File: config.mk
export PLATFORM = sky130hd
export DESIGN_NAME = uart_rx_flat
export DESIGN_NICKNAME = d
export VERILOG_FILES = /design/src/rtl/uart_rx_if.sv /design/src/rtl/uart_rx.sv /design/src/flat_wrapper.sv
export SDC_FILE = /design/constraint.sdc
export NUM_CORES = 1
export LEC_CHECK = 0
export BUFFER_PORTS_ARGS = -buffer_cell sky130_fd_sc_hd__buf_4
export CORE_ASPECT_RATIO = 1.1
export CORE_MARGIN = 2
export CORE_UTILIZATION = 55
export CTS_CLUSTER_DIAMETER = 200
export CTS_CLUSTER_SIZE = 40
export DETAILED_ROUTE_END_ITERATION = 6
export PLACE_DENSITY = 0.77
export SETUP_SLACK_MARGIN = 0.15
export SLEW_MARGIN = 30
export SYNTH_ARGS = -nofsm -noshare
export SYNTH_HDL_FRONTEND = slang
export SYNTH_SLANG_ARGS = --single-unit
File: constraint.sdc
create_clock -name clk -period 3.75 [get_ports clk]
set_input_delay 0.9375 -clock clk [delete_from_list [all_inputs] [get_ports clk]]
set_output_delay 0.9375 -clock clk [all_outputs]
set_load 0.005 [all_outputs]
File: src/rtl/uart_rx_if.sv
// Receive-side bus of the UART receiver: the received byte, its strobes and a busy flag.
// data_valid / frame_err are one-cycle strobes with no ready: the consumer must capture data_out on the strobe cycle.
interface uart_rx_if;
  logic [7:0] data_out;
  logic       data_valid;
  logic       frame_err;
  logic       busy;

  modport master (output data_out, output data_valid, output frame_err, output busy);
  modport slave  (input  data_out, input  data_valid, input  frame_err, input  busy);
endinterface

File: src/rtl/uart_rx.sv
// 8N1 UART receiver: 2-flop synchronizer, oversampling tick generator and a
// START/DATA/STOP FSM that samples every bit at mid-bit.
module uart_rx #(
  parameter int CLK_FREQ   = 50_000_000,
  parameter int BAUD_RATE  = 2400,
  parameter int OVERSAMPLE = 16
) (
  input  logic        clk,
  input  logic        srst,
  input  logic        rx,
  uart_rx_if.master   bus,
  output logic [1:0]  dbg_state
);

  localparam int TICK_DIV = CLK_FREQ / (BAUD_RATE * OVERSAMPLE);
  localparam int TW       = (TICK_DIV > 1) ? $clog2(TICK_DIV) : 1;
  localparam int SW       = $clog2(OVERSAMPLE);
  localparam logic [TW-1:0] T_LAST = TW'(TICK_DIV - 1);
  localparam logic [SW-1:0] S_HALF = SW'(OVERSAMPLE / 2 - 1);
  localparam logic [SW-1:0] S_LAST = SW'(OVERSAMPLE - 1);

  generate
    if (TICK_DIV < 1) begin : g_bad_div
      $error("uart_rx: CLK_FREQ too low for BAUD_RATE*OVERSAMPLE");
    end
    if ((OVERSAMPLE < 8) || (OVERSAMPLE % 2 != 0)) begin : g_bad_os
      $error("uart_rx: OVERSAMPLE must be even and >= 8");
    end
  endgenerate

  typedef enum logic [1:0] {IDLE = 2'd0, START = 2'd1, DATA = 2'd2, STOP = 2'd3} state_t;

  state_t          state, state_next;
  logic            rx_m, rx_s;
  logic [TW-1:0]   tcnt;
  logic            tick;
  logic [SW-1:0]   scnt;
  logic [2:0]      bcnt;
  logic [7:0]      shreg;
  logic            arm;
  logic            scnt_clr, scnt_inc, bcnt_clr, shift_en, good_stop, bad_stop;

  // Synchronizer flops reset to the idle line level so reset never looks like a start edge.
  always_ff @(posedge clk) begin
    if (srst) begin
      rx_m <= 1'b1;
      rx_s <= 1'b1;
    end else begin
      rx_m <= rx;
      rx_s <= rx_m;
    end
  end

  always_ff @(posedge clk) begin
    if (srst)               tcnt <= '0;
    else if (tcnt == T_LAST) tcnt <= '0;
    else                    tcnt <= tcnt + TW'(1);
  end

  assign tick = (tcnt == T_LAST);

  always_ff @(posedge clk) begin
    if (srst) state <= IDLE;
    else      state <= state_next;
  end

  always_comb begin
    state_next = state;
    scnt_clr   = 1'b0;
    scnt_inc   = 1'b0;
    bcnt_clr   = 1'b0;
    shift_en   = 1'b0;
    good_stop  = 1'b0;
    bad_stop   = 1'b0;
    if (tick) begin
      case (state)
        IDLE: begin
          if (arm && !rx_s) begin
            state_next = START;
            scnt_clr   = 1'b1;
          end
        end
        START: begin
          // A start bit that is no longer low at mid-bit was a glitch.
          if (scnt == S_HALF) begin
            if (!rx_s) begin
              state_next = DATA;
              scnt_clr   = 1'b1;
              bcnt_clr   = 1'b1;
            end else begin
              state_next = IDLE;
            end
          end else begin
            scnt_inc = 1'b1;
          end
        end
        DATA: begin
          if (scnt == S_LAST) begin
            shift_en = 1'b1;
            scnt_clr = 1'b1;
            if (bcnt == 3'd7) state_next = STOP;
          end else begin
            scnt_inc = 1'b1;
          end
        end
        STOP: begin
          if (scnt == S_LAST) begin
            state_next = IDLE;
            good_stop  = rx_s;
            bad_stop   = !rx_s;
          end else begin
            scnt_inc = 1'b1;
          end
        end
        default: state_next = IDLE;
      endcase
    end
  end

  always_ff @(posedge clk) begin
    if (srst) begin
      scnt  <= '0;
      bcnt  <= '0;
      shreg <= '0;
    end else begin
      if (scnt_clr)      scnt <= '0;
      else if (scnt_inc) scnt <= scnt + SW'(1);
      if (bcnt_clr)      bcnt <= '0;
      else if (shift_en) bcnt <= bcnt + 3'd1;
      if (shift_en)      shreg <= {rx_s, shreg[7:1]};
    end
  end

  // arm is cleared by a framing error so a stuck-low line cannot retrigger until it idles high.
  always_ff @(posedge clk) begin
    if (srst)                          arm <= 1'b0;
    else if (bad_stop)                 arm <= 1'b0;
    else if (state == IDLE && rx_s)    arm <= 1'b1;
  end

  always_ff @(posedge clk) begin
    if (srst) begin
      bus.data_out   <= '0;
      bus.data_valid <= 1'b0;
      bus.frame_err  <= 1'b0;
    end else begin
      bus.data_valid <= good_stop;
      bus.frame_err  <= bad_stop;
      if (good_stop) bus.data_out <= shreg;
    end
  end

  assign bus.busy  = (state != IDLE);
  assign dbg_state = state;

endmodule

File: src/flat_wrapper.sv
// flat-port wrapper written by rule: the top's interface ports become plain ports
module uart_rx_flat 
#(
  parameter int CLK_FREQ   = 50_000_000,
  parameter int BAUD_RATE  = 2400,
  parameter int OVERSAMPLE = 16
)
  (clk, srst, rx, dbg_state, bus_data_out, bus_data_valid, bus_frame_err, bus_busy);
  uart_rx_if bus_i ();
  input  logic clk;
  input  logic srst;
  input  logic rx;
  output logic [1:0] dbg_state;
  output wire logic [$bits(bus_i.data_out)-1:0] bus_data_out;
  output wire logic [$bits(bus_i.data_valid)-1:0] bus_data_valid;
  output wire logic [$bits(bus_i.frame_err)-1:0] bus_frame_err;
  output wire logic [$bits(bus_i.busy)-1:0] bus_busy;
  assign bus_data_out = bus_i.data_out;
  assign bus_data_valid = bus_i.data_valid;
  assign bus_frame_err = bus_i.frame_err;
  assign bus_busy = bus_i.busy;
  uart_rx #(.CLK_FREQ(CLK_FREQ), .BAUD_RATE(BAUD_RATE), .OVERSAMPLE(OVERSAMPLE)) u_core (.clk(clk), .srst(srst), .rx(rx), .bus(bus_i), .dbg_state(dbg_state));
endmodule
# Yosys cells after proc, flatten, opt, wreduce, memory -nomap -nowiden
# Index checks and enable logic that the tools add are counted.
# classes
add_sub_neg	3
mul	0
n_div	0
order_cmp	0
eq_ne	12
n_shift	0
n_mux	27
bitwise	0
reduce_logical	11
# op_table
operator	n
$mux 1	18
$mux 2	6
$add 11x1->11 const B	1
$eq 11x11->1 const B	1
$ne 2x1->1 const B	5
$reduce_or 2->1	5
$pmux 2 s4	1
$reduce_and 6->1	1
$add 4x1->4 const B	1
$eq 2x2->1 const B	2
$eq 4x3->1 const B	1
$eq 4x4->1 const B	1
$add 3x1->3 const B	1
$eq 3x3->1 const B	1
$pmux 1 s3	1
$eq 2x1->1 const B	1
$logic_and 1x1->1	2
$logic_not 2->1	1
$pmux 1 s2	1
$reduce_bool 2->1	1
$logic_not 1->1	1
# word_totals
register_bits	41
latchBits	0
ram_bits	0
rom_bits	0
inputBits	3
out_inout_bits	13
word_cells	64
n_memories	0

# Depth between registers and ports, before layout
# Gate-level depths: netlist of the first run.
# depth
ltp_word	6
mapped_depth	7
depth_no_buf	6

# Worst setup path before layout of the first run
# OpenSTA, ideal clock, no wires.
# synth_timing
path_type	reg2out
startpoint	register with a tool-made name
endpoint	output port bus_busy
t_arrival_ns	0.773
t_required_ns	2.812
slack_ns	2.040
path_stages_with_launch	3
path_buffers	1
cell_sequence	dfxtp_1 > buf_2 > or2_2
# synth_lines
item	line	source
end, declared	flat_wrapper.sv:17	output wire logic [$bits(bus_i.busy)-1:0] bus_busy;

==> flow_summary.ini, run 1 <==
[power]
p_comb_share_pct = 2.6
switching_power_uw = 155
total_power_uw = 693
switching_share_pct = 22.3
vdd_ir_drop_max_uv = 288
p_per_area_nw_per_um2 = 353
p_clk_share_pct = 33.2
p_leak_nw = 0.708
power_frac_seq_pct = 64.2
p_int_uw = 538

[floorplanning]
die-area_sq_um = 3720
pin_count = 16
die_h_microns = 63.8
rows = 21
fp.dieW_microns = 58.3
start_util_pct = 58.1
core_area_sq_um = 3070

[route]
wirelength_mm = 3.58
viasPerCell = 6.06
drc = 0
drt_pass1_iterations = 4
drtIter0Drc = 59
vias = 1532
postRouteAntennaNets = 0
wl_per_cell_microns = 14.1

[setup_path]
worstPathMaxFanout = 12
cp_data_arrival_time_ns = 1.28
startpoint_type = flip-flop
path_class = reg2out
crit_required_ns = 2.81
r2r-start = u_core.tcnt[0]
cp-end-kind = primary output

[placed_design]
io_buffers = 15
finalWeightedCongestion = 0.796
dp_hpwl_mm = 2.50

[finish]
n_antenna_cell = 0
layout_commonest_cell = dfxtp_1
mostFrequentLayoutCells = dfxtp_1, o21ai_0, a21oi_1
post-route-util_pct = 63.7
area_growth_pct = 9.74
final_layout_size_suffix_gt1_share_pct = 13.2
nets = 226

[synth]
ys_types = 34
syn-cell-area_sq_um = 1790
ys.flop_type = dfxtp_1
netlist.area_leader.share_pct = 46.0
syn_inst = 207
synth_area_per_cell_sq_um = 8.63
yosys-top-cells-area = dfxtp_1, a21oi_1, o21ai_0
yosysSeqAreaShare_pct = 46.0
synthesis.nets = 215
synth_seq_cells = 41
yosys_warnings = 0
synth_area_leader_cell = dfxtp_1
synthArstFlopShare_pct = 0
synth_edf_count = 0

[job]
timing.max_cap.violations = 0

[cts]
clk_latency_ns = 0.34
cts_resized = 0
clock_path_buffers = 2
cts_root_buffer = clkbuf_4
cts_hold_buffers = 0
htreeDepth = 2
cts_tree = built
cts_inserted_buffers = 5
clk_pin_slew_ns = 0.11
clock-sinks = 41
cts_setup_buffers = 0

[worst_hold_path]
min_from = u_core.rx_m
hold_path_class = reg2reg

[sta]
worst_pin_slew_ns = 0.640
setup_viol = 0
final-hold-violation-count = 0
fin_worst_skew_ns = 0.0100
slew_violations = 0
fmax_ghz = 0.451
rsz0062_at_grt = false
post-route-period-util_pct = 59.2
relSlewSlack_pct = 57.2
finalSetupTns_ns = 0
post-route-min-period_ns = 2.22
whs_ns = 0.419

[grt]
grt_pass1_wl_mm = 6.04
grt.total_usage_pct = 20.9
grt_max_degree = 27
first_global_vias = 1391
grt-ovfl-total = 0
antenna_found_initial = 0

[status]
outcome = finished clean
[power by group through the flow]
stage,clock [mW],sequential (mW),combinational [mW]
after detailed placement,0,0.455,0.0184
after global placement,0,0.454,0.0177
after global routing,0.257,0.446,0.0211
after CTS,0.239,0.445,0.0185
after floorplan,0,0.453,0.0137
final,0.230,0.445,0.0183
[routing by layer]
metal | vias to the layer above | GRT usage [%] | part of all wire (%)
li1 | 778 | - | -
met1 | 706 | 26.0 | 45
met2 | 37 | 33.1 | 48
met3 | 11 | 4.25 | 4.4
met4 | 0 | 11.6 | 2.1
met5 | - | 0 | 0
[sequential cells by signal (all words and copies together), names as in the netlist, named ones only]
signal                 count
u_core.arm                 1
u_core.bcnt                3
u_core.bus.data_out        8
u_core.bus.data_valid      1
u_core.bus.frame_err       1
u_core.dbg_state           1
u_core.rx_m                1
u_core.rx_s                1
u_core.scnt                4
u_core.shreg               8
u_core.tcnt               11
[worst max-delay path: stages (launching register included)]
cell and delay, ns:
dfxtp_1 0.44, or2_2 0.36, buf_4 0.14
[per-stage QoR]
| stage | area [sq um] | cells | setup WS [ns] |
|---|---|---|---|
| 2_1_floorplan | 1790 | 207 | 2.04 |
| 3_3_place_gp | 1890 | 245 | 1.82 |
| 3_5_place_dp | 1890 | 245 | 1.72 |
| 4_1_cts | 1960 | 253 | 1.52 |
| 5_1_grt | 1960 | 253 | 1.49 |
| 6_report | 1960 | 253 | 1.53 |
[synth_stat cells (4+ instances only)]
master / number
a21oi_1: 25
and3_1: 4
clkbuf_1: 7
dfxtp_1: 41
ha_1: 5
nand2_1: 8
nand3_1: 24
nand4_1: 5
nor2_1: 15
o21ai_0: 25
or2_2: 4
xnor2_1: 4
xor2_1: 5
[area by class of cell]
cell class              instances  area, sq um
inverters                       3         11.3
flip-flops and latches         41          821
clock buffers                   6         51.3
clock inverters                 2         13.8
fillers                       268         1110
well taps                      34         42.5
repair buffers                 15          113
multi-input cells             152          907
[logic make-up (layout without fill, tap and decap cells)]
family | count (synthesis) | count (layout) | synth area share, %
adder cells (fa/ha/maj) | 5 | 5 | 3.50
flip-flops | 41 | 41 | 46.0
AO/OA/AOI/OAI | 57 | 57 | 17.0
buffers and inverters | 14 | 26 | 3.22
AND/OR/NAND/NOR | 81 | 81 | 25.9
XOR/XNOR | 9 | 9 | 4.41
[final timing paths]
check,end,slack [ns],cells after the start
max,bus_busy,1.53,2
min,u_core.rx_s,0.42,1
max reg2reg,u_core.scnt[3],1.67,5
min reg2reg,u_core.rx_s,0.42,1
Power figures use the tool's default switching activity.
==> run 2: changes to the inputs <==
ABC_AREA = 1   (was default)
CORE_UTILIZATION = 52   (was 55)
PLACE_DENSITY = 0.76   (was 0.77)
clock period = 2 ns   (was 3.75 ns; I/O delays follow)
==> flow_summary.ini, run 2 <==
[sta]
setup_ws_ns = 0.281
rsz0062_at_grt = true
slew_violations = 0
post-route-min-period_ns = 1.72
finalSetupTns_ns = 0
fin_worst_skew_ns = 0.00858
post-route-period-util_pct = 85.9
whs_ns = 0.332
final-hold-violation-count = 0
fmax_ghz = 0.582
setup_viol = 0
relSlewSlack_pct = 69.3
worst_pin_slew_ns = 0.457

[floorplanning]
start_util_pct = 54.3
fp.dieW_microns = 60.5
pin_count = 16
die_h_microns = 66.1
rows = 22
core_area_sq_um = 3360
die-area_sq_um = 4000

[finish]
largest_reg_flops = 11
mostFrequentLayoutCells = dfxtp_1, nand2_1, nor2_1
multiInputGateArea_sq_um = 862
fillCellCount = 304
n_antenna_cell = 0
area_growth_pct = 13.8
top_regs = u_core.tcnt x11, u_core.bus.data_out x8, u_core.shreg x8
nets = 258
final_layout_size_suffix_gt1_share_pct = 17.9
seqCellArea_sq_um = 821
largest_register = u_core.tcnt
layout_commonest_cell = dfxtp_1

[grt]
grt_pass1_wl_mm = 5.64
grt.total_usage_pct = 18.7
antenna_found_initial = 0
grt-ovfl-total = 0
first_global_vias = 1364
grt_max_degree = 20

[synth]
yosys-top-cells-area = dfxtp_1, nand2_1, nor2_1
netlist.area_leader.share_pct = 45.0
syn_inst = 230
synth_area_leader_cell = dfxtp_1
synth_common_cells = dfxtp_1, nand2_1, nor2_1
ys_types = 29
synth_area_per_cell_sq_um = 7.93
synthArstFlopShare_pct = 0
post-synth-top-count-cell = dfxtp_1
yosysSeqAreaShare_pct = 45.0
synth_seq_cells = 41
yosys_warnings = 0
synthesis.nets = 238
syn-cell-area_sq_um = 1820
synth_edf_count = 0
ys.flop_type = dfxtp_1

[cts]
htreeDepth = 2
clock_path_buffers = 2
cts_inserted_buffers = 5
cts_hold_buffers = 0
cts_tree = built
clock-sinks = 41
clk_latency_ns = 0.35
clk_pin_slew_ns = 0.13
cts_root_buffer = clkbuf_4

[setup_path]
cpPeakStageDelay_ns = 0.42
cpMaxStageDelayCell = dfxtp_1
startpoint_type = flip-flop
cp_data_arrival_time_ns = 2.01
crit_required_ns = 2.30
path_class = reg2reg
crit_chain = ha_1, nand2_1, nor2_1, nand3_2, nor2_4, buf_12, o21ai_0, a21oi_1
worstPathMaxFanout = 14
cp-end-kind = flip-flop

[route]
vias = 1473
drtIter0Drc = 88
postRouteAntennaNets = 0
drc = 0
wl_per_cell_microns = 10.5
drt_pass1_iterations = 4
viasPerCell = 4.93
wirelength_mm = 3.15

[power]
p_per_area_nw_per_um2 = 681
vdd_ir_drop_max_uv = 579
p_leak_nw = 0.829

[placed_design]
io_buffers = 15
place_ws_ns = 0.253
finalWeightedCongestion = 0.803
dp_hpwl_mm = 2.25

[worst_hold_path]
hold_path_class = in2reg

[job]
timing.max_cap.violations = 0

[status]
outcome = finished clean
[run 2: changes by cell type after synthesis, sizes merged, moves of 4 or more]
| cell | delta |
|---|---|
| nand2 | +31 |
| nor2 | +18 |
| inv | +22 |
| and3 | -4 |
| clkbuf | -7 |
| o21ai | -6 |
| nand3 | -7 |
[run 2: cell type report]
class                   count  share of cell area, %
clock buffers               5                   1.81
clock inverters             3                   2.23
inverters                  25                   4.52
multi-input cells         158                   41.5
flip-flops and latches     41                   39.5
well taps                  48                   2.89
repair buffers             19                   7.47
[run 2: power by group]
group	switching, mW	internal (mW)
sequential	0.00858	0.825
combinational	0.0230	0.0160
clock	0.276	0.265
[run 2: final timing paths]
| check | end | depth (start not counted) | start | slack [ns] |
|---|---|---|---|---|
| max | u_core.bus.data_out[3] | 8 | u_core.tcnt[0] | 0.28 |
| min | u_core.rx_m | 2 | rx | 0.33 |
| max reg2reg | u_core.bus.data_out[3] | 8 | u_core.tcnt[0] | 0.28 |
| min reg2reg | u_core.rx_s | 1 | u_core.rx_m | 0.44 |
[run 2: logic make-up (layout without fill, tap and decap cells)]
family	after synthesis	in the layout	synth area share, %
AND/OR/NAND/NOR	104	104	27.6
AO/OA/AOI/OAI	43	43	13.1
flip-flops	41	41	45.0
buffers and inverters	31	52	8.02
XOR/XNOR	6	6	2.88
adder cells (fa/ha/maj)	5	5	3.43
[run 2: per-layer routing]
layer / GRT usage [%] / up-vias / wire length (microns) / share of wire, %
li1: - / 788 / - / -
met5: 0 / - / 0 / 0
met2: 29.6 / 17 / 1470 / 47
met1: 22.7 / 659 / 1510 / 48
met4: 9.51 / 0 / 78 / 2.5
met3: 5.28 / 9 / 92 / 2.9
[run 2: through the flow]
step	power (mW)	std cells	utilization [%]	cell area (sq um)
CTS	1.43	297	60.8	2040
floorplan	0.879	230	-	1820
global placement	0.888	289	58.3	1960
global route	1.47	299	61.8	2080
detailed placement	0.890	289	58.3	1960
finish	1.41	299	61.8	2080
[run 2: what timing repair did]
item | CTS | global route
endpoints found under the hold margin | 0 | 0
setup buffers | 0 | 2
resized for setup | 0 | 1
endpoints found under the setup margin | 0 | 7
[run 2: worst max-delay path: cells and delay by family, from the launching register on]
kind | cells | cell delay, ns
AOI/OAI and AO/OA | 2 | 0.20
adders and majority gates | 1 | 0.19
buffers and inverters | 1 | 0.15
DFF | 1 | 0.42
and+or+nand+nor | 4 | 0.70
==> run 3: changes to the inputs <==
BUFFER_PORTS_ARGS = default   (was -buffer_cell sky130_fd_sc_hd__buf_4)
CORE_UTILIZATION = 55   (was 52)
DONT_BUFFER_PORTS = 1   (was default)
PLACE_DENSITY = 0.75   (was 0.76)
==> flow_summary.ini, run 3 (synthesized netlist as in run 2, its figures left out) <==
[setup_path]
cp-end-kind = flip-flop
crit_required_ns = 2.30
crit_end = u_core.bcnt[2]
startpoint_type = flip-flop
cp_data_arrival_time_ns = 2.00
r2r-end = u_core.bcnt[2]
path_class = reg2reg
reg2reg_depth = 10
worstPathMaxFanout = 19
r2r-start = u_core.tcnt[1]
r2r_slack_ns = 0.30
crit_path_start = u_core.tcnt[1]

[sta]
fmax_ghz = 0.587
final-hold-violation-count = 0
setup_ws_ns = 0.295
worst_pin_slew_ns = 0.512
slew_violations = 0
rsz0062_at_grt = true
relSlewSlack_pct = 65.6
finalSetupTns_ns = 0
post-route-min-period_ns = 1.70
setup_viol = 0
fin_worst_skew_ns = 0.0134
whs_ns = 0.200
post-route-period-util_pct = 85.2

[cts]
cts_tree = built
clk_pin_slew_ns = 0.13
htreeDepth = 2
clock_path_buffers = 2
clock-sinks = 41
clk_latency_ns = 0.36
cts_inserted_buffers = 5
cts_root_buffer = clkbuf_4

[route]
drt_pass1_iterations = 4
wirelength_mm = 3.09
viasPerCell = 5.28
wl_per_cell_microns = 11.3
drc = 0
vias = 1447
postRouteAntennaNets = 0
drtIter0Drc = 48

[power]
p_leak_nw = 0.770
p_per_area_nw_per_um2 = 713
vdd_ir_drop_max_uv = 638

[grt]
grt_pass1_wl_mm = 5.78
antenna_found_initial = 0
grt_max_degree = 20
first_global_vias = 1363
grt.total_usage_pct = 19.6
grt-ovfl-total = 0

[placed_design]
finalWeightedCongestion = 0.774
dp_hpwl_mm = 2.19
place_ws_ns = 0.291
io_buffers = 0
placedCellCount = 260

[floorplanning]
die_h_microns = 64.4
pin_count = 16
start_util_pct = 58.8
die-area_sq_um = 3790
core_area_sq_um = 3100
rows = 21
fp.dieW_microns = 58.9

[finish]
layout_commonest_cell = dfxtp_1
fin_cells = 274
mostFrequentLayoutCells = dfxtp_1, nand2_1, nor2_1
nets = 247
largest_reg_flops = 11
top_regs = u_core.tcnt x11, u_core.bus.data_out x8, u_core.shreg x8
area_growth_pct = 8.50
n_antenna_cell = 0
post-route-util_pct = 63.8
largest_register = u_core.tcnt
final_layout_size_suffix_gt1_share_pct = 14.6

[job]
timing.max_cap.violations = 0

[worst_hold_path]
hold_path_class = in2reg

[status]
outcome = finished clean
-- run 3: changes by cell type in the layout (fill, tap and decap cells not counted) --
cell / delta
nand3_2: -1
nand2_2: +1
buf_4: -11
nand2_4: -1
dfxtp_2: +1
nand3_4: +1
dfxtp_1: -1
-- run 3: final cells by class --
cell class,count,area (sq um)
multi-input cells,158,865
inverters,25,93.8
clock inverters,3,46.3
flip-flops and latches,41,822
repair buffers,8,72.6
well taps,34,42.5
fillers,282,1120
clock buffers,5,37.5
-- run 3: through the flow --
step / power [mW] / instance area [sq um]
3_3_place_gp: 0.885 / 1830
6_report: 1.41 / 1980
2_1_floorplan: 0.879 / 1820
5_1_grt: 1.47 / 1980
4_1_cts: 1.43 / 1910
3_5_place_dp: 0.885 / 1830
-- run 3: repair_timing --
item / CTS / global route
endpoints found under the setup margin: 0 / 16
setup buffers: 0 / 6
hold buffers: 0 / 0
gates resized for setup: 0 / 2
-- run 3: power breakdown --
part           switching (mW)  internal [mW]  leakage (nW)
Combinational          0.0205         0.0131         0.397
Sequential            0.00816          0.825         0.332
Clock                   0.279          0.265        0.0414
-- run 3: per-layer routing --
| layer | global-route usage, % | vias to the layer above | part of all wire [%] |
|---|---|---|---|
| li1 | - | 770 | - |
| met1 | 24.4 | 653 | 49 |
| met2 | 30.4 | 19 | 45 |
| met3 | 6.07 | 5 | 3.7 |
| met4 | 9.38 | 0 | 2.3 |
| met5 | 0 | - | 0 |
-- run 3: how the worst min path moves through the flow --
stage,startpoint,endpoint,slack [ns],cells past startpoint
floorplan,u_core.rx_m,u_core.rx_s,0.39,1
global placement,u_core.rx_m,u_core.rx_s,0.40,1
detailed placement,u_core.rx_m,u_core.rx_s,0.40,1
CTS,srst,flip-flop,0.19,1
global route,srst,flip-flop,0.18,1
finish,srst,flip-flop,0.20,1
-- run 3: worst max-delay path: stages (launching register included) --
cell and delay (ns):
dfxtp_1 0.36, inv_1 0.06, ha_1 0.15, nand2_1 0.05, nor2_1 0.18, nand3_4 0.17, buf_4 0.21, nor2_8 0.20
buf_4 0.15, nor2_1 0.03, nor2_1 0.09
